===== config.mk =====
export PLATFORM = sky130hd
export DESIGN_NAME = programador_timer
export DESIGN_NICKNAME = d
export VERILOG_FILES = /design/src/rtl/programador_timer_pkg.sv /design/src/rtl/programador_timer_field.sv /design/src/rtl/programador_timer.sv
export SDC_FILE = /design/constraint.sdc
export NUM_CORES = 1
export LEC_CHECK = 0
export CAP_MARGIN = 20
export CORE_MARGIN = 2
export CORE_UTILIZATION = 55
export DETAILED_ROUTE_END_ITERATION = 12
export PLACE_DENSITY = 0.9
export SYNTH_ARGS = -nofsm -noshare
export SYNTH_HDL_FRONTEND = slang
export SYNTH_SLANG_ARGS = --single-unit

===== constraint.sdc =====
create_clock -name clk -period 3.19 [get_ports clk]
set_input_delay 0.319 -clock clk [delete_from_list [all_inputs] [get_ports clk]]
set_output_delay 0.319 -clock clk [all_outputs]
set_load 0.05 [all_outputs]

===== src/rtl/programador_timer_pkg.sv =====
// programador_timer_pkg: write tags, FSM encoding, cursor codes and BCD limits for the timer programmer
package programador_timer_pkg;
  localparam logic [7:0] TAG_HOUR = 8'h43;
  localparam logic [7:0] TAG_MIN = 8'h42;
  localparam logic [7:0] TAG_SEG = 8'h41;
  localparam logic [7:0] BCD_MAX_HOUR = 8'h23;
  localparam logic [7:0] BCD_MAX_MS = 8'h59;
  localparam logic [1:0] SEL_HOUR = 2'd0;
  localparam logic [1:0] SEL_MIN = 2'd1;
  localparam logic [1:0] SEL_SEG = 2'd2;
  typedef enum logic [2:0] {
    ST_IDLE,
    ST_EDIT,
    ST_WR_H,
    ST_WR_M,
    ST_WR_S,
    ST_FIN
  } state_t;
endpackage


===== src/rtl/programador_timer_field.sv =====
// bcd_field_counter: two-digit BCD up/down counter wrapping between 00 and MAX_BCD
module bcd_field_counter
  import programador_timer_pkg::*;
#(
  parameter logic [7:0] MAX_BCD = BCD_MAX_MS
) (
  input  logic       clk,
  input  logic       reset,
  input  logic       inc,
  input  logic       dec,
  input  logic       clr,
  output logic [7:0] value
);
  logic [7:0] r_val, w_up, w_dn;
  always_comb begin
    w_up = (r_val == MAX_BCD) ? 8'h00 :
           (r_val[3:0] == 4'd9) ? {r_val[7:4] + 4'd1, 4'd0} : r_val + 8'd1;
    w_dn = (r_val == 8'h00) ? MAX_BCD :
           (r_val[3:0] == 4'd0) ? {r_val[7:4] - 4'd1, 4'd9} : r_val - 8'd1;
  end
  always_ff @(posedge clk) begin
    if (reset || clr) r_val <= 8'h00;
    else if (inc && !dec) r_val <= w_up;
    else if (dec && !inc) r_val <= w_dn;
  end
  assign value = r_val;
endmodule


===== src/rtl/programador_timer.sv =====
// programador_timer: button-driven BCD setpoint editor that commits hour/min/seg as a tagged write burst
module programador_timer
  import programador_timer_pkg::*;
#(
  parameter logic [7:0] ADDR_HOUR = TAG_HOUR,
  parameter logic [7:0] ADDR_MIN = TAG_MIN,
  parameter logic [7:0] ADDR_SEG = TAG_SEG,
  parameter int HOLD_CYC = 4
) (
  input  logic       clk,
  input  logic       reset,
  input  logic       en,
  input  logic       btn_up,
  input  logic       btn_down,
  input  logic       btn_left,
  input  logic       btn_right,
  input  logic       btn_save,
  output logic [7:0] en_sav_swr,
  output logic [7:0] dataWr,
  output logic [7:0] hour_bcd,
  output logic [7:0] min_bcd,
  output logic [7:0] seg_bcd,
  output logic [1:0] field_sel,
  output logic       busy,
  output logic       done
);
  localparam int CW = $clog2(HOLD_CYC + 1);
  state_t r_state;
  logic [CW-1:0] r_cnt;
  logic [1:0] r_sel;
  logic [4:0] r_prev;
  logic [7:0] r_tag, r_data;
  logic r_busy, r_done;
  logic [4:0] w_btn, w_edge;
  logic [2:0] w_hot, w_inc, w_dec;
  logic w_edit, w_save, w_lr, w_ud, w_wr, w_last;
  // bit order: save, left, right, up, down
  assign w_btn = {btn_save, btn_left, btn_right, btn_up, btn_down};
  assign w_edge = w_btn & ~r_prev;
  assign w_edit = (r_state == ST_EDIT) && en;
  assign w_save = w_edit && w_edge[4];
  assign w_lr = w_edit && !w_edge[4] && (w_edge[3] ^ w_edge[2]);
  assign w_ud = w_edit && !w_edge[4] && !(w_edge[3] | w_edge[2]) && (w_edge[1] ^ w_edge[0]);
  assign w_hot = {r_sel == SEL_SEG, r_sel == SEL_MIN, r_sel == SEL_HOUR};
  assign w_inc = {3{w_ud & w_edge[1]}} & w_hot;
  assign w_dec = {3{w_ud & w_edge[0]}} & w_hot;
  assign w_wr = r_state inside {ST_WR_H, ST_WR_M, ST_WR_S};
  assign w_last = r_cnt == CW'(HOLD_CYC - 1);
  bcd_field_counter #(.MAX_BCD(BCD_MAX_HOUR)) u_hour (
    .clk(clk), .reset(reset), .inc(w_inc[0]), .dec(w_dec[0]), .clr(1'b0), .value(hour_bcd)
  );
  bcd_field_counter #(.MAX_BCD(BCD_MAX_MS)) u_min (
    .clk(clk), .reset(reset), .inc(w_inc[1]), .dec(w_dec[1]), .clr(1'b0), .value(min_bcd)
  );
  bcd_field_counter #(.MAX_BCD(BCD_MAX_MS)) u_seg (
    .clk(clk), .reset(reset), .inc(w_inc[2]), .dec(w_dec[2]), .clr(1'b0), .value(seg_bcd)
  );
  always_ff @(posedge clk) begin
    if (reset) begin
      r_state <= ST_IDLE;
      r_cnt <= '0;
      r_sel <= SEL_HOUR;
      r_prev <= '0;
      r_tag <= 8'h00;
      r_data <= 8'h00;
      r_busy <= 1'b0;
      r_done <= 1'b0;
    end else begin
      r_prev <= w_btn;
      r_done <= 1'b0;
      r_cnt <= (w_wr && !w_last) ? r_cnt + 1'b1 : '0;
      case (r_state)
        ST_IDLE: if (en) r_state <= ST_EDIT;
        ST_EDIT:
          if (!en) r_state <= ST_IDLE;
          else if (w_save) begin
            r_state <= ST_WR_H;
            r_tag <= ADDR_HOUR;
            r_data <= hour_bcd;
            r_busy <= 1'b1;
          end else if (w_lr)
            r_sel <= w_edge[2] ? (r_sel == SEL_SEG ? SEL_HOUR : r_sel + 2'd1)
                               : (r_sel == SEL_HOUR ? SEL_SEG : r_sel - 2'd1);
        ST_WR_H:
          if (w_last) begin
            r_state <= ST_WR_M;
            r_tag <= ADDR_MIN;
            r_data <= min_bcd;
          end
        ST_WR_M:
          if (w_last) begin
            r_state <= ST_WR_S;
            r_tag <= ADDR_SEG;
            r_data <= seg_bcd;
          end
        ST_WR_S:
          if (w_last) begin
            r_state <= ST_FIN;
            r_tag <= 8'h00;
            r_done <= 1'b1;
          end
        ST_FIN: begin
          r_busy <= 1'b0;
          r_state <= en ? ST_EDIT : ST_IDLE;
        end
        default: r_state <= ST_IDLE;
      endcase
    end
  end
  assign en_sav_swr = r_tag;
  assign dataWr = r_data;
  assign field_sel = r_sel;
  assign busy = r_busy;
  assign done = r_done;
endmodule


== After elaboration in Yosys (flattened, before gate mapping) ==
Cells that the tools add are included.
W data, S select, Z words.

* Bitwise operators: 12
* Muxes and demuxes: 44
* Add/sub/neg operators: 15
* Reduce and logical (&&, ||, !) cells: 44
* Eq/ne operators: 21

{| class="wikitable"
|+ Operators by type and width
! cell !! number
|-
| $mux W8 || 27
|-
| $pmux W8 S4 || 1
|-
| $add A8 B1 Y8 const B || 3
|-
| $logic_not A8 Y1 || 3
|-
| $pmux W8 S3 || 1
|-
| $sub A8 B1 Y8 const B || 3
|-
| $mux W3 || 6
|-
| $pmux W3 S6 || 1
|-
| $eq A8 B7 Y1 const B || 2
|-
| $logic_and A1 B1 Y1 || 13
|-
| $add A4 B1 Y4 const B || 3
|-
| $eq A4 B4 Y1 const B || 3
|-
| $logic_not A4 Y1 || 3
|-
| $ne A2 B2 Y1 const B || 6
|-
| $sub A4 B1 Y4 const B || 3
|-
| $reduce_and A5 Y1 || 2
|-
| $eq A3 B2 Y1 const B || 3
|-
| $logic_not A1 Y1 || 9
|-
| $eq A8 B6 Y1 const B || 1
|-
| $reduce_bool A2 Y1 || 4
|-
| $and A3 B3 Y3 || 2
|-
| $eq A3 B3 Y1 const B || 2
|-
| $mux W2 || 3
|-
| $reduce_and A6 Y1 || 1
|-
| other kinds (22) || 31
|}

* Logic and storage cells: 147
* Bits in registers: 55
* Input port bits: 8

== Depth between registers and ports, before layout ==
* Depth in word-level cells: 12
* Mapped depth: 12
* Depth with buffers taken out: 12

== By module ==
Synthesis repeated with hierarchy kept, for this count alone.

* Cell total of the unflattened synthesis: 527
* Area, all modules: 4,092.7 sq um

{| class="wikitable"
|+ By module, submodules not included
! module !! instances !! area each (sq um) !! cells each
|-
| bcd_field_counter (u_min ...) || 2 || 882.1 || 120
|-
| programador_timer || 1 || 1,420.1 || 166
|-
| bcd_field_counter (u_hour) || 1 || 908.4 || 121
|}

== Worst setup path after synthesis ==
No wires, ideal clock.

* Kind: reg2reg
* Start point: reg r_state[0]
* End point: reg u_min.r_val[7] (netlist: u_min.value[7])
* Path buffers: 2
* Setup time: 74 ps
* Arrival time: 2,568 ps
* Cell stages (with the launch flop): 13
* Clock period less this slack: 2,643 ps
* Setup slack: 547 ps
* Path through: dfxtp_1 > buf_4 > and2b_1 > and4bb_2 > nand2_1 > nor4_2 > nand2_1 > ha_1 > clkbuf_1 > nand4b_1 > a211o_1 > or3_1 > a31oi_1

* Word-level cells in the longest chain between the ends: 10
* Elaborated cells on any way between the ends: 15
* Classes of those cells: eq/ne (1); mux (1); bitwise (4); reduce/logical (9)

{| class="wikitable"
|+ RTL lines
! element !! RTL line !! RTL
|-
| from (decl) || programador_timer.sv:28 || <nowiki>state_t r_state;</nowiki>
|-
| from (signal assigned) || programador_timer.sv:104 || <nowiki>r_state <= en ? ST_EDIT : ST_IDLE;</nowiki>
|-
| $eq A3 B1 Y1 (*) || programador_timer.sv:40 || <nowiki>assign w_edit = (r_state == ST_EDIT) && en;</nowiki>
|-
| $logic_and A1 B1 Y1 (*) || programador_timer.sv:40 ||
|-
| $logic_and A1 B1 Y1 (*) (3 in series) || programador_timer.sv:43 || <nowiki>assign w_ud = w_edit && !w_edge[4] && !(w_edge[3] | w_edge[2]) && (w_edge[1] ^ w_edge[0]);</nowiki>
|-
| $and A1 B1 Y1, on equally long branches || programador_timer.sv:46, programador_timer.sv:45 ||
|-
| $and A3 B3 Y3, on equally long branches || programador_timer.sv:46, programador_timer.sv:45 ||
|-
| $logic_not A1 Y1, on equally long branches || programador_timer_field.sv:23, programador_timer_field.sv:24 ||
|-
| $logic_and A1 B1 Y1, on equally long branches || programador_timer_field.sv:23, programador_timer_field.sv:24 ||
|-
| $mux W8 or $reduce_bool A2 Y1 (tied branches) || - ||
|-
| to (signal assigned) || programador_timer_field.sv:23 || <nowiki>else if (inc && !dec) r_val <= w_up;</nowiki>
|-
| to (signal assigned) || programador_timer_field.sv:24 || <nowiki>else if (dec && !inc) r_val <= w_dn;</nowiki>
|-
| to (decl) || programador_timer_field.sv:14 || <nowiki>logic [7:0] r_val, w_up, w_dn;</nowiki>
|}

Every way passes the cells marked *; elsewhere a longest branch is shown, timed or not.
A chain may end at the register's enable or synchronous reset.

== Worst setup path after layout ==
* Start point: in btn_save
* End point: reg u_seg.r_val[5] (netlist: u_seg.value[5])

* Word-level cells in the longest chain between the ends: 10
* Elaborated cells on any way between the ends: 15
* Classes of those cells: mux (1); bitwise (5); reduce/logical (9)

{| class="wikitable"
|+ RTL lines
! element !! RTL line !! RTL
|-
| from (decl) || programador_timer.sv:17 || <nowiki>input logic btn_save,</nowiki>
|-
| $and A5 B5 Y5 (*) || programador_timer.sv:39 || <nowiki>assign w_edge = w_btn & ~r_prev;</nowiki>
|-
| $logic_not A1 Y1 (*) || programador_timer.sv:43 ||
|-
| $logic_and A1 B1 Y1 (*) (3 in series) || programador_timer.sv:43 ||
|-
| $and A1 B1 Y1, on equally long branches || programador_timer.sv:46, programador_timer.sv:45 ||
|-
| $and A3 B3 Y3, on equally long branches || programador_timer.sv:46, programador_timer.sv:45 ||
|-
| $logic_not A1 Y1, on equally long branches || programador_timer_field.sv:23, programador_timer_field.sv:24 ||
|-
| $logic_and A1 B1 Y1, on equally long branches || programador_timer_field.sv:23, programador_timer_field.sv:24 ||
|-
| $mux W8 or $reduce_bool A2 Y1 (tied branches) || - ||
|-
| to (signal assigned) || programador_timer_field.sv:23 ||
|-
| to (signal assigned) || programador_timer_field.sv:24 ||
|-
| to (decl) || programador_timer_field.sv:14 ||
|}

Marked as above.

==> flow_summary_export.csv <==
group,metric,value,unit
status,status,"complete, no violations",
logic_synthesis,ys_seq_elements,50,
floorplanning,dieArea,0.00760,mm^2
layout,syn_to_final_growth,15.0,%
layout,layout-drive-gt1-share,6.17,%
logic_synthesis,ys.flop_type,"dfxtp_1",
timing,drv_slew,0,
global_route,antenna_found_initial,0,
layout,fillers,542,
floorplanning,die_w,87.2,um
logic_synthesis,synthesis.area,0.00380,mm^2
logic_synthesis,yosysUniqueCellTypes,72,
hold_path,holdCritStartpoint,"r_cnt[0]",
clocking,clockBufferDepth,2,
clocking,cts_resized,0,
clocking,post_cts_buffers,0,
floorplanning,fp.dieH,87.2,um
global_route,gr-usage-all-layers,25.3,%
global_route,globalRoute.totalOverflow,0,
clocking,tritoncts,"built",
worst_setup_path,crit_fanout,3,
layout,antenna_cells,0,
timing,min_period,2.83,ns
logic_synthesis,async_flop_share,0,%
worst_setup_path,rrSetupSlack,0.37,ns
place,place_area,0.00427,mm^2
timing,worst_slack,0.364,ns
timing,setup_tns,0,ns
routing,drc,0,
timing,finalHoldViolCount,0,
flow_run,drv_cap,0,
power_and_ir_drop,p_leak,1.54,nW
logic_synthesis,synth_top_cell_area_share,26.3,%
timing,tightestPinTransition,0.703,ns
routing,detail_route.vias_per_cell,6.29,
logic_synthesis,synth.largest_area_cell,"dfxtp_1",
timing,finalSetupViolations,0,
layout,final_util,64.8,%
worst_setup_path,crit_type,"input port to register",
floorplanning,core,0.00676,mm^2
routing,drt_wl_total,9500,um
timing,fmax,354,MHz
power_and_ir_drop,power_density,293,mW/mm^2
worst_setup_path,worst_setup_path_end_kind,"register",
place,io_buffer_count,46,
clocking,cts_buffers,5,
clocking,cts-root-buf,"clkbuf_8",
layout,fin_area,0.00438,mm^2
place,gp_congestion,0.923,
worst_setup_path,r2r-start,"r_state[1]",
worst_setup_path,start_kind,"input port",
timing,maxSlewHeadroom,53.1,%
routing,wl_per_cell,15.9,um
clocking,cts.clk_slew.worst_paths,0.10,ns
logic_synthesis,seq_area_frac_synth,26.3,%
clocking,ctsHoldBuffers,0,
floorplanning,start_util,56.3,%
global_route,grt_start_max_net_pins,37,
logic_synthesis,ys_warn_count,0,
logic_synthesis,synthTopCellsByArea,"dfxtp_1 26%, ha_1 11%, mux2i_1 5.5%",
floorplanning,ios,52,
logic_synthesis,syn_area_per_cell,7.81,um^2
layout,nets,558,
timing,skew,0.0117,ns
timing,rsz0062_at_grt,"false",
routing,ant_nets,0,
logic_synthesis,synth_edf_count,0,
power_and_ir_drop,vdd_drop_max,0.216,mV
routing,dr.first_iter.drc_count,342,
worst_setup_path,cp.required,3.42,ns
global_route,grt_pass1_wl,15700,um
global_route,grt_pass1_vias,3477,
worst_setup_path,arrival,3.05,ns
clocking,clock_sinks,50,
clocking,clock_latency,0.31,ns
logic_synthesis,synthCells,487,
worst_setup_path,crit_start,"btn_save",
floorplanning,row_count,30,
timing,fin_crit_sh,88.6,%
place,place_ws,0.115,ns
place,hpwl,6670,um
clocking,cts-htree-levels,2,
routing,dr.pass1.iters,5,
routing,vias,3766,
hold_path,hold_path_class,"register to register",
-- power breakdown --
group | leakage [nW] | internal, mW | switching, mW
Clock | 0.0514 | 0.234 | 0.223
Sequential | 0.405 | 0.635 | 0.0147
Combinational | 1.08 | 0.0667 | 0.108
-- critical path, stage by stage --
cell,delay (ns)
clkdlybuf4s50_1,0.41
nor2b_1,0.15
and4bb_2,0.30
nand2_1,0.10
nor4_2,0.35
nand2_1,0.11
ha_1,0.29
nor2b_1,0.21
or3b_1,0.40
o22ai_1,0.16
nand2_1,0.08
a31oi_1,0.16
-- final cells by class --
type                    count  area [um^2]  share of cell area, %
clock buffers               6         72.6                   1.66
clock inverters             2         37.5                  0.858
inverters                  31          116                   2.66
multi-input cells         375         2530                   57.7
flip-flops and latches     50         1000                   22.9
well taps                  80          100                   2.29
repair buffers             55          523                   11.9
-- layout by cell type, fill, tap and decap left out, types with 5 or more instances in the layout --
| master | count |
|---|---|
| mux2i_1 | 21 |
| o21ai_0 | 26 |
| inv_1 | 30 |
| buf_4 | 9 |
| a211o_1 | 6 |
| clkbuf_8 | 5 |
| or3_1 | 7 |
| nor3_1 | 11 |
| ha_1 | 32 |
| nand3b_1 | 7 |
| nand2b_1 | 5 |
| nand3_1 | 8 |
| nor2_1 | 48 |
| o211ai_1 | 5 |
| nor2b_1 | 16 |
| a31oi_1 | 11 |
| a211oi_1 | 10 |
| conb_1 | 5 |
| dfxtp_1 | 50 |
| a21oi_1 | 25 |
| clkdlybuf4s50_1 | 45 |
| nand2_1 | 43 |
| and2_1 | 5 |
| a221oi_1 | 6 |
-- state kept, by name, indices dropped and copies added (netlist names), 2 cells and up --
signal,cells
field_sel,2
r_cnt,3
dataWr,8
en_sav_swr,3
u_seg.value,8
r_prev,5
u_min.value,8
u_hour.value,8
r_state,3
-- per-layer routing --
metal / share of wire [%] / global-route usage [%]
met1: 43 / 32.7
met2: 48 / 42.7
met3: 6.7 / 3.32
met4: 2.3 / 9.65
met5: 0 / 0
-- worst paths after layout --
kind                         end  cells past startpoint
setup reg to reg  u_seg.value[5]                     11
setup / recovery  u_seg.value[5]                     12
hold / removal          r_cnt[0]                      1
hold reg to reg         r_cnt[0]                      1
-- synthesized netlist by cell type, types with 11 or more instances --
master     n
mux2i_1   21
o21ai_0   26
dfxtp_1   50
nor3_1    11
ha_1      32
inv_1     30
nor2_1    48
clkbuf_1  18
nor2b_1   16
a21oi_1   25
nand2_1   43
a31oi_1   11
-- per-stage QoR --
step | power (mW) | cells | hold WS, ns
floorplan | 0.795 | 491 | 0.399
global placement | 0.830 | 591 | 0.407
detailed placement | 0.836 | 591 | 0.420
CTS | 1.29 | 599 | 0.436
global route | 1.32 | 599 | 0.469
finish | 1.28 | 599 | 0.439
-- logic make-up after synthesis --
group	after synthesis	synth area share, %
XOR/XNOR	6	1.38
AND/OR/NAND/NOR	181	25.3
adder cells (fa/ha/maj)	32	10.5
multiplexers	23	6.12
flip-flops	50	26.3
other	1	0.0986
buffers and inverters	66	7.69
AO/OA/AOI/OAI	128	22.6
Note: power is estimated with default switching activity, not from simulation.
